==> config.mk <==
export PLATFORM = sky130hd
export DESIGN_NAME = alb_core
export DESIGN_NICKNAME = d
export VERILOG_FILES = /design/src/rtl/alb_pkg.sv /design/src/rtl/alb_comb.sv /design/src/rtl/alb_core.sv
export SDC_FILE = /design/constraint.sdc
export NUM_CORES = 1
export LEC_CHECK = 0
export BUFFER_PORTS_ARGS = -buffer_cell sky130_fd_sc_hd__buf_2
export CAP_MARGIN = 15
export CORE_UTILIZATION = 28
export DETAILED_ROUTE_END_ITERATION = 10
export GPL_TIMING_DRIVEN = 0
export PLACE_DENSITY = 0.62
export SYNTH_ARGS = -nofsm -noshare
export SYNTH_HDL_FRONTEND = slang
export SYNTH_SLANG_ARGS = --single-unit
export TNS_END_PERCENT = 50
==> constraint.sdc <==
create_clock -name vclk -period 2.26
set_input_delay 0.226 -clock vclk [all_inputs]
set_output_delay 0.226 -clock vclk [all_outputs]
set_load 0.01 [all_outputs]
==> src/rtl/alb_pkg.sv <==
// rtl/alb_pkg.sv - opcode and width constants for the 4-bit arithmetic/logic block
package alb_pkg;

    localparam int ALB_W = 4;

    localparam logic [1:0] ALB_OR   = 2'b00;
    localparam logic [1:0] ALB_ADD  = 2'b01;
    localparam logic [1:0] ALB_ANDN = 2'b10;
    localparam logic [1:0] ALB_SUB  = 2'b11;

endpackage

==> src/rtl/alb_comb.sv <==
// rtl/alb_comb.sv - combinational op and flag logic of the arithmetic/logic block
module alb_comb
    import alb_pkg::*;
(
    input  logic [ALB_W-1:0] R,
    input  logic [ALB_W-1:0] S,
    input  logic             CI,
    input  logic [1:0]       I,
    output logic [ALB_W-1:0] F,
    output logic             CO,
    output logic             VO,
    output logic             NO,
    output logic             ZO
);

    logic [ALB_W:0]   w_sum;
    logic [ALB_W-1:0] w_f;
    logic             w_co;
    logic             w_vo;

    always_comb begin
        w_sum = '0;
        w_f   = '0;
        w_co  = 1'b0;
        w_vo  = 1'b0;
        case (I)
            ALB_OR: begin
                w_f = R | S;
            end
            ALB_ADD: begin
                w_sum = {1'b0, R} + {1'b0, S} + {{ALB_W{1'b0}}, CI};
                w_f   = w_sum[ALB_W-1:0];
                w_co  = w_sum[ALB_W];
                w_vo  = (R[ALB_W-1] == S[ALB_W-1]) && (w_f[ALB_W-1] != R[ALB_W-1]);
            end
            ALB_ANDN: begin
                w_f = ~R & S;
            end
            default: begin
                // R + ~S + CI: CI=1 is a true subtract, carry-out means no borrow
                w_sum = {1'b0, R} + {1'b0, ~S} + {{ALB_W{1'b0}}, CI};
                w_f   = w_sum[ALB_W-1:0];
                w_co  = w_sum[ALB_W];
                w_vo  = (R[ALB_W-1] != S[ALB_W-1]) && (w_f[ALB_W-1] != R[ALB_W-1]);
            end
        endcase
    end

    assign F  = w_f;
    assign CO = w_co;
    assign VO = w_vo;
    assign NO = w_f[ALB_W-1];
    assign ZO = (w_f == '0);

endmodule

==> src/rtl/alb_core.sv <==
// rtl/alb_core.sv - arithmetic/logic block top; ALB_OUTPUT_REG_EN selects registered (else combinational) outputs
module alb_core
    import alb_pkg::*;
(
    input  logic             clk,
    input  logic             reset,
    input  logic [ALB_W-1:0] R_in,
    input  logic [ALB_W-1:0] S_in,
    input  logic             CI,
    input  logic [1:0]       I,
    output logic [ALB_W-1:0] F_ALB,
    output logic             CO,
    output logic             VO,
    output logic             NO,
    output logic             ZO
);

    logic [ALB_W-1:0] w_f;
    logic             w_co;
    logic             w_vo;
    logic             w_no;
    logic             w_zo;

    alb_comb u_comb (
        .R  (R_in),
        .S  (S_in),
        .CI (CI),
        .I  (I),
        .F  (w_f),
        .CO (w_co),
        .VO (w_vo),
        .NO (w_no),
        .ZO (w_zo)
    );

`ifdef ALB_OUTPUT_REG_EN
    logic [ALB_W-1:0] r_f;
    logic             r_co;
    logic             r_vo;
    logic             r_no;
    logic             r_zo;

    // ZO is forced low in reset rather than derived from the cleared result
    always_ff @(posedge clk) begin
        if (!reset) begin
            r_f  <= '0;
            r_co <= 1'b0;
            r_vo <= 1'b0;
            r_no <= 1'b0;
            r_zo <= 1'b0;
        end else begin
            r_f  <= w_f;
            r_co <= w_co;
            r_vo <= w_vo;
            r_no <= w_no;
            r_zo <= w_zo;
        end
    end

    assign F_ALB = r_f;
    assign CO    = r_co;
    assign VO    = r_vo;
    assign NO    = r_no;
    assign ZO    = r_zo;
`else
    logic w_unused_ok;
    assign w_unused_ok = &{1'b0, clk, reset};

    assign F_ALB = w_f;
    assign CO    = w_co;
    assign VO    = w_vo;
    assign NO    = w_no;
    assign ZO    = w_zo;
`endif

endmodule

# Word level (Yosys, flattened, before mapping)
# Index checks and enable logic that the tools add are counted.
# Widths: inputs -> output; s select.
# totals
register_bits	0
input_bits	13
out_inout_bits	8
word_cells	22
# classes
n_addsub	4
n_eq_ne	6
n_mux	3
n_bitwise	4
reduce_logical	5
# op_table
cell	count
$pmux 4 s3	1
$add 4x4->5	2
$add 5x1->5	2
$not 4->4	2
$and 4x4->4	1
$logic_not 4->1	1
$or 4x4->4	1
$pmux 1 s2	2
$ne 1x1->1	3
$eq 2x1->1 const B	1
$eq 2x2->1 const B	1
$logic_and 1x1->1	2
$logic_not 2->1	1
$reduce_or 2->1	1
$eq 1x1->1	1

# Longest topological paths before layout
# Gate-level depths: netlist (run 1).
# logic_depth
ltp_word	6
depth_mapped	8
ltp_nobuf	8

# Least setup slack after synthesis (run 1)
# OpenSTA, ideal clock, no wires.
# synth_path
path_type	input-to-output
startpoint	in CI
endpoint	out ZO
t_arrival_ps	2011
required_ps	2034
path_slack_ps	23
cell_stages	4
path_buffers	0
cell_sequence	fa_1 -> fa_1 -> mux4_2 -> a2111oi_2
# synth_via
elab_chain_len	3
elab_cells_between_ends	4
cone_classes	2 x add/sub; 1 x mux; 1 x reduce/logical
# synth_rtl
element	line	text
start, declared	alb_core.sv:9	input logic CI,
$add 5x1->5, on equally long branches	alb_comb.sv:41, alb_comb.sv:31	
$pmux 4 s3 *	alb_comb.sv:26	case (I)
via F_ALB[1]	alb_core.sv:11	output logic [ALB_W-1:0] F_ALB,
$logic_not 4->1 *	alb_comb.sv:53	assign ZO = (w_f == '0);
end, declared	alb_core.sv:15	output logic ZO
# The timed path passes the listed nets; every way through them passes the cells marked *.

# Worst setup path in the final report (run 1)
# layout_path
startpoint	in S_in[0]
endpoint	out ZO
# layout_via
elab_chain_len	5
elab_cells_between_ends	9
cone_classes	4 x add/sub; 1 x mux; 3 x bitwise; 1 x reduce/logical
# layout_rtl
element	line	text
start, declared	alb_core.sv:8	input logic [ALB_W-1:0] S_in,
$not 4->4	alb_comb.sv:41	w_sum = {1'b0, R} + {1'b0, ~S} + {{ALB_W{1'b0}}, CI};
$add 4x4->5	alb_comb.sv:41	
$add 5x1->5	alb_comb.sv:41	
$pmux 4 s3 *	alb_comb.sv:26	
$logic_not 4->1 *	alb_comb.sv:53	
# Every way passes the cells marked *; elsewhere a longest branch is shown, timed or not.

==> impl_metrics.py, run 1 <==
metrics = {
    "drt": {
        "num_vias": 554,
        "post_drt_wl_per_cell_um": 10.1,
        "drcViolationCount": 0,
        "ant_nets": 0,
        "first_pass_iters": 4,
        "routed_via_density": 4.74,
        "finalWirelength_um": 1180,
        "first_iter_violations": 11,
    },
    "outcome": {
        "violations": "negative setup slack",
        "outcome": "complete, but fails checks",
    },
    "sta": {
        "worst_pin_slew_ns": 0.381,
        "hold-worst-slack_ns": 0.794,
        "period_share": 1.00,
        "grt_setup_unrepaired": "true",
        "max_slew_margin": 0.746,
        "hold_violations": 0,
        "setup_violations": 1,
        "max_freq_ghz": 0.442,
        "report.final.slew_viol_count": 0,
        "setup_ws_ns": -0.00306,
        "post-route-min-period_ns": 2.26,
    },
    "synth": {
        "synth.distinct_cells": 27,
        "yosys.area.top_type": "ha_1",
        "seq_area_frac_synth": 0,
        "synth_top_area_frac": 0.307,
        "yosys_warnings": 0,
        "synth_nets": 102,
        "syn-cell-area_um2": 571,
        "synthTopCellsByArea": "ha_1 31%, fa_1 14%, inv_1 8.6%",
        "avgSynthCellArea_um2": 8.04,
        "synth_cells": 71,
    },
    "power": {
        "p_sw_uw": 101,
        "cellLeakagePower_nw": 0.384,
        "power_frac_comb": 1.000,
        "total_power_uw": 191,
        "peakVddDrop_uv": 107,
        "p_per_area_nw_per_um2": 242,
        "p_int_uw": 90.0,
        "netSwitchingFraction": 0.529,
        "sequentialPowerShare": 0,
        "clockPowerShare": 0,
    },
    "worst_hold_path": {
        "min_path_type": "input pin to output pin",
        "holdPathStages": 3,
        "holdPathEnd": "VO",
        "min_from": "R_in[3]",
    },
    "die": {
        "row_count": 15,
        "die_y_um": 47.1,
        "start_util": 0.313,
        "dieArea_um2": 2220,
        "ios": 21,
        "die_x_um": 47.1,
        "core_area_um2": 1820,
    },
    "global_route": {
        "grt_usage": 0.104,
        "grtUsageMet3": 0,
        "grtUsageMet2": 0.197,
        "grt_start_max_net_pins": 11,
        "grt_pass1_wl_um": 1750,
        "gr-max-usage-layer": "met2",
        "antenna_found_initial": 0,
        "grt.overflow.total": 0,
        "met1_usage": 0.141,
        "grt_pass1_vias": 455,
    },
    "worst_setup_path": {
        "crit_top_cell": "fa_2",
        "slowest_delay_ns": 0.51,
        "path_class": "input pin to output pin",
        "cp_max_fo": 3,
        "cp.required_ns": 2.03,
        "crit_chain": "buf_8 > fa_2 > fa_2 > mux4_2 > a2111oi_4 > buf_2",
        "critPathSlowestCell": "mux4_2",
        "worst_ep_arrival_time_ns": 2.04,
        "critPathTopFamily": "adder cells",
        "crit_buf_inv": 2,
        "startpoint_type": "input pin",
        "end_kind": "output pin",
    },
    "run": {
        "drv_cap": 0,
    },
    "layout": {
        "num-nets-final": 125,
        "clkbuf_count": 0,
        "antenna_cells": 0,
        "syn2layout_area_growth_pct": 38.4,
        "seq_cells": 0,
        "layout-drive-gt1-share": 0.391,
        "register_area_um2": 0,
    },
    "placed_design": {
        "gp_routability_congestion": 0.709,
        "io_buffers": 19,
        "dp_hpwl_um": 980,
    },
    "clock_network": {
        "cts_hold_buffers": 0,
    },
}
kinds of logic after synthesis:
group	count (synthesis)	synth area share
simple gates	16	0.132
xor+xnor	3	0.0461
mux	2	0.0570
fa+ha+maj	18	0.447
buf+inv	16	0.112
compound gates	16	0.206
worst max path at each step:
stage / startpoint / to / cells past startpoint
after detailed placement: CI / ZO / 6
after global placement: CI / ZO / 6
after global routing: R_in[1] / ZO / 9
after floorplan: CI / ZO / 4
final: S_in[0] / ZO / 6
after CTS: S_in[0] / ZO / 6
routing by layer:
layer / wire, um / vias up
met4: 0 / 0
met5: 0 / -
met3: 40 / 0
met2: 604 / 13
li1: - / 279
met1: 535 / 262
worst min-delay path, cell delays in order:
cell	delay (ns)
buf_2	0.12
a311oi_1	0.09
buf_2	0.13
cells in the mapped netlist (2+ instances only):
cell type  instances
nor3_1             2
xnor2_1            3
nand2_1            4
nor2_1             5
fa_1               4
inv_1             13
nand3_1            2
ha_1              14
a21oi_1            6
placed cells by master, fill, tap and decap left out, types with 2 or more instances in the layout:
master   instances
nor3_1           2
buf_4            2
inv_2            2
a21oi_2          2
buf_2           17
a21oi_1          4
nand3_1          2
nand2_1          4
fa_2             3
buf_6            2
ha_1            13
nor2_1           5
xnor2_1          3
inv_1           11
power groups by stage:
stage	Combinational [mW]	Sequential (mW)	Clock (mW)
6_report	0.191	0	0
5_1_grt	0.212	0	0
4_1_cts	0.172	0	0
3_5_place_dp	0.161	0	0
3_3_place_gp	0.157	0	0
2_1_floorplan	0.106	0	0
through the flow:
step / util / instance area (um2) / std cells / setup slack [ns] / setup TNS, ns
2_1_floorplan: - / 571 / 71 / 0.0235 / 0
3_3_place_gp: 0.383 / 697 / 115 / -0.163 / -0.163
3_5_place_dp: 0.383 / 697 / 115 / -0.183 / -0.219
4_1_cts: 0.405 / 737 / 116 / -0.0182 / -0.0182
5_1_grt: 0.434 / 790 / 117 / -0.0497 / -0.0616
6_report: 0.434 / 790 / 117 / -0.00306 / -0.00306
final cells by class:
cell class         instances  area [um2]
well taps                 25        31.3
fillers                  191        1030
inverters                 14        55.1
repair buffers            21         130
multi-input cells         55         562
plain buffers              2        11.3
what timing repair did:
action	in CTS	in global routing
setup buffers	1	1
gates resized for setup	9	9
setup endpoints to repair	2	2
pin swaps	3	8
(Power assumes the default switching activity.)
==> run 2: changes to the inputs <==
clock period = 2.1 ns   (was 2.26 ns; I/O delays follow)
==> run 2 against run 1 <==
  * The run still ends with negative setup slack left
  * Power rose by 9.3%
  * Worst hold slack got worse by 0.013 ns
  * Global-route usage rose by 2.6 points
  * Count of clock-buffer cells in the layout did not move
  * Design area fell by 0.32%
==> impl_metrics.py, run 2 (synthesis results as in run 1) <==
metrics = {
    "outcome": {
        "outcome": "complete, but fails checks",
        "violations": "negative setup slack",
    },
    "layout": {
        "syn2layout_area_growth_pct": 37.9,
        "fin_cells": 117,
        "layout_commonest_cell": "buf_2",
        "register_area_um2": 0,
        "filler_cell_count": 202,
        "antenna_cells": 0,
        "multiInputGateArea_um2": 556,
        "final_cell_mix": "16 x buf_2, 13 x ha_1, 11 x inv_1, 5 x nor2_1",
        "seq_cells": 0,
        "final_util": 0.432,
        "layout-drive-gt1-share": 0.370,
        "clkbuf_count": 0,
        "num-nets-final": 125,
        "postLayoutCellArea_um2": 787,
    },
    "global_route": {
        "grt_usage": 0.130,
        "grt.overflow.total": 0,
        "grtUsageMet3": 0.00769,
        "grt_pass1_vias": 526,
        "gr-max-usage-layer": "met2",
        "met1_usage": 0.154,
        "grt_pass1_wl_um": 2110,
        "grt_start_max_net_pins": 11,
        "grtUsageMet2": 0.250,
        "antenna_found_initial": 0,
    },
    "power": {
        "peakVddDrop_uv": 93.5,
        "cellLeakagePower_nw": 0.389,
        "total_power_uw": 209,
        "p_per_area_nw_per_um2": 265,
    },
    "sta": {
        "max_slew_margin": 0.736,
        "setup_ws_ns": -0.170,
        "worst_pin_slew_ns": 0.396,
        "period_share": 1.08,
        "grt_setup_unrepaired": "true",
        "setup_violations": 3,
        "post-route-min-period_ns": 2.27,
        "max_freq_ghz": 0.441,
        "hold_violations": 0,
        "report.final.slew_viol_count": 0,
    },
    "worst_setup_path": {
        "end_kind": "output pin",
        "path_class": "input pin to output pin",
        "startpoint_type": "input pin",
        "cp_max_fo": 3,
        "cp.required_ns": 1.89,
        "worst_ep_arrival_time_ns": 2.06,
    },
    "die": {
        "dieArea_um2": 2220,
        "die_y_um": 47.1,
        "die_x_um": 47.1,
        "ios": 21,
        "start_util": 0.313,
        "row_count": 15,
        "core_area_um2": 1820,
    },
    "drt": {
        "num_vias": 560,
        "post_drt_wl_per_cell_um": 11.4,
        "drcViolationCount": 0,
        "first_pass_iters": 4,
        "ant_nets": 0,
        "finalWirelength_um": 1340,
        "routed_via_density": 4.79,
        "first_iter_violations": 6,
    },
    "placed_design": {
        "gp_routability_congestion": 0.730,
        "io_buffers": 19,
        "place_area_um2": 709,
        "dp_hpwl_um": 1080,
        "place_inst": 115,
        "pre_cts_ws_ns": -0.275,
    },
    "worst_hold_path": {
        "min_path_type": "input pin to output pin",
    },
    "clock_network": {
        "cts_hold_buffers": 0,
    },
    "run": {
        "drv_cap": 0,
    },
}
[run 2: worst max-delay path, stage by stage]
cell and delay (ns):
buf_8 0.10, inv_2 0.05, fa_2 0.25, inv_2 0.05, fa_1 0.47, inv_1 0.03, mux4_2 0.50, a2111oi_4 0.20
buf_2 0.18
[run 2: area by class of cell]
class / instances / area share
multi-input combinational: 55 / 0.706
timing repair buffer: 21 / 0.173
inverter: 14 / 0.0668
buffer: 2 / 0.0143
tap: 25 / 0.0397
[run 2: per-stage QoR]
stage	hold slack (ns)	setup TNS, ns
global route	0.804	-0.481
detailed placement	0.772	-0.790
finish	0.781	-0.244
CTS	0.772	-0.260
floorplan	0.523	0
global placement	0.773	-0.617
[run 2: worst paths after layout]
path	startpoint	end	slack (ns)	depth (start not counted)
hold / removal	R_in[3]	VO	0.78	3
setup / recovery	S_in[0]	ZO	-0.17	9
[run 2: what timing repair did]
action / in CTS / in global routing
buffers inserted: 2 / 0
setup endpoints to repair: 5 / 4
resized for setup: 15 / 0
pin swaps: 7 / 5
[run 2: layer usage]
| layer | vias up | wire length [um] |
|---|---|---|
| li1 | 279 | - |
| met3 | 2 | 45 |
| met1 | 261 | 583 |
| met2 | 18 | 688 |
| met4 | 0 | 18 |
| met5 | - | 0 |
[run 2: report_power, final]
part | switching [mW] | internal (mW)
clock network | 0 | 0
logic | 0.111 | 0.0981
registers | 0 | 0
==> run 3: changes to the inputs <==
BUFFER_PORTS_ARGS = unset   (was -buffer_cell sky130_fd_sc_hd__buf_2)
DONT_BUFFER_PORTS = 1   (was unset)
PLACE_DENSITY = 0.53   (was 0.62)
==> run 3 against run 2 <==
  * The flow still finishes with violations (negative setup slack)
  * Die area stayed put
  * Combinational power down 24%
  * First-iteration DRC count down 17%
  * Power fell by 24%
  * Final cell count down 16%
  * Routed wire length down 9.6%
  * Worst hold slack got worse by 0.29 ns
  * Core utilization shrank 7.2 points
  * Non-clock buffer count fell by 19
  * Via count is 18% lower
  * Global-route usage fell by 2.2 points
  * Largest cell class unchanged
  * Highest routed layer is now met3
==> impl_metrics.py, run 3 (synthesis results as in run 1) <==
metrics = {
    "outcome": {
        "outcome": "complete, but fails checks",
        "violations": "negative setup slack",
    },
    "layout": {
        "num-nets-final": 106,
        "seq_cells": 0,
        "register_area_um2": 0,
        "final_cell_mix": "14 x ha_1, 11 x inv_1, 5 x nor2_1, 4 x nand2_1, 4 x a21oi_1",
        "layout-drive-gt1-share": 0.205,
        "layout_commonest_cell": "ha_1",
        "antenna_cells": 0,
        "syn2layout_area_growth_pct": 14.9,
        "postLayoutCellArea_um2": 656,
        "clkbuf_count": 0,
    },
    "worst_setup_path": {
        "cp_max_fo": 3,
        "path_class": "input pin to output pin",
        "startpoint_type": "input pin",
        "worst_ep_arrival_time_ns": 1.93,
        "end_kind": "output pin",
        "cp.required_ns": 1.89,
    },
    "sta": {
        "setup_ws_ns": -0.0404,
        "max_freq_ghz": 0.467,
        "worst_pin_slew_ns": 0.491,
        "hold_violations": 0,
        "setup_violations": 1,
        "post-route-min-period_ns": 2.14,
        "period_share": 1.02,
        "report.final.slew_viol_count": 0,
        "setup_tns_ns": -0.0404,
        "max_slew_margin": 0.671,
        "grt_setup_unrepaired": "true",
    },
    "placed_design": {
        "gp_routability_congestion": 0.686,
        "pre_cts_ws_ns": -0.0755,
        "io_buffers": 0,
        "place_area_um2": 614,
        "dp_hpwl_um": 1000,
    },
    "global_route": {
        "grt_pass1_wl_um": 1750,
        "grt.overflow.total": 0,
        "antenna_found_initial": 0,
        "grt_pass1_vias": 419,
        "grt_usage": 0.107,
        "grt_start_max_net_pins": 11,
    },
    "drt": {
        "post_drt_wl_per_cell_um": 12.3,
        "routed_via_density": 4.67,
        "finalWirelength_um": 1210,
        "ant_nets": 0,
        "num_vias": 458,
        "first_pass_iters": 3,
        "drcViolationCount": 0,
        "first_iter_violations": 5,
    },
    "die": {
        "die_x_um": 47.1,
        "die_y_um": 47.1,
        "dieArea_um2": 2220,
        "core_area_um2": 1820,
        "ios": 21,
        "row_count": 15,
        "start_util": 0.313,
    },
    "worst_hold_path": {
        "min_path_type": "input pin to output pin",
    },
    "power": {
        "cellLeakagePower_nw": 0.304,
        "total_power_uw": 159,
        "peakVddDrop_uv": 75.2,
        "p_per_area_nw_per_um2": 242,
    },
    "clock_network": {
        "cts_hold_buffers": 0,
    },
    "run": {
        "drv_cap": 0,
    },
}
==> run 3: cell count changes in the layout (fill, tap and decap cells not counted) <==
| cell | previous run | this run |
|---|---|---|
| and2_1 | 1 | 0 |
| and2_4 | 0 | 1 |
| buf_2 | 16 | 0 |
| buf_4 | 2 | 3 |
| buf_6 | 3 | 0 |
| buf_8 | 1 | 0 |
| ha_1 | 13 | 14 |
| ha_4 | 1 | 0 |
==> run 3: critical path, stage by stage <==
cell	delay (ns)
fa_2	0.38
fa_1	0.43
mux4_2	0.54
a2111oi_4	0.36
==> run 3: path summary, 6_finish.rpt <==
| kind | start | endpoint | slack, ns | depth (start not counted) |
|---|---|---|---|---|
| hold / removal | I[0] | F_ALB[2] | 0.50 | 1 |
| setup / recovery | S_in[0] | ZO | -0.04 | 4 |
==> run 3: per-stage QoR <==
stage | utilization | hold WS (ns) | instances
6_report | 0.360 | 0.495 | 98
2_1_floorplan | - | 0.523 | 71
3_3_place_gp | 0.337 | 0.538 | 96
4_1_cts | 0.340 | 0.544 | 96
5_1_grt | 0.360 | 0.497 | 98
3_5_place_dp | 0.337 | 0.542 | 96
==> run 3: cell type report <==
| cell class | instances | area [um2] |
|---|---|---|
| fillers | 202 | 1160 |
| multi-input cells | 55 | 546 |
| inverters | 14 | 52.6 |
| well taps | 25 | 31.3 |
| repair buffers | 2 | 15.0 |
| plain buffers | 2 | 11.3 |
==> run 3: timing repair <==
action,CTS,global route
pin swaps,0,4
buffers inserted,0,2
setup endpoints to repair,2,2
resized for setup,1,7
==> run 3: power by group <==
part           switching [mW]  leakage, nW  internal (mW)  total, mW
registers                   0            0              0          0
clock network               0            0              0          0
logic                  0.0874        0.304         0.0715      0.159
==> run 3: routing by layer <==
metal	share of wire	GRT usage	up-vias	wire, um
met5	0	0	-	0
met4	0	0	0	0
met3	0.055	0.00769	0	66
met2	0.47	0.181	13	568
met1	0.47	0.159	202	573
li1	-	-	243	-
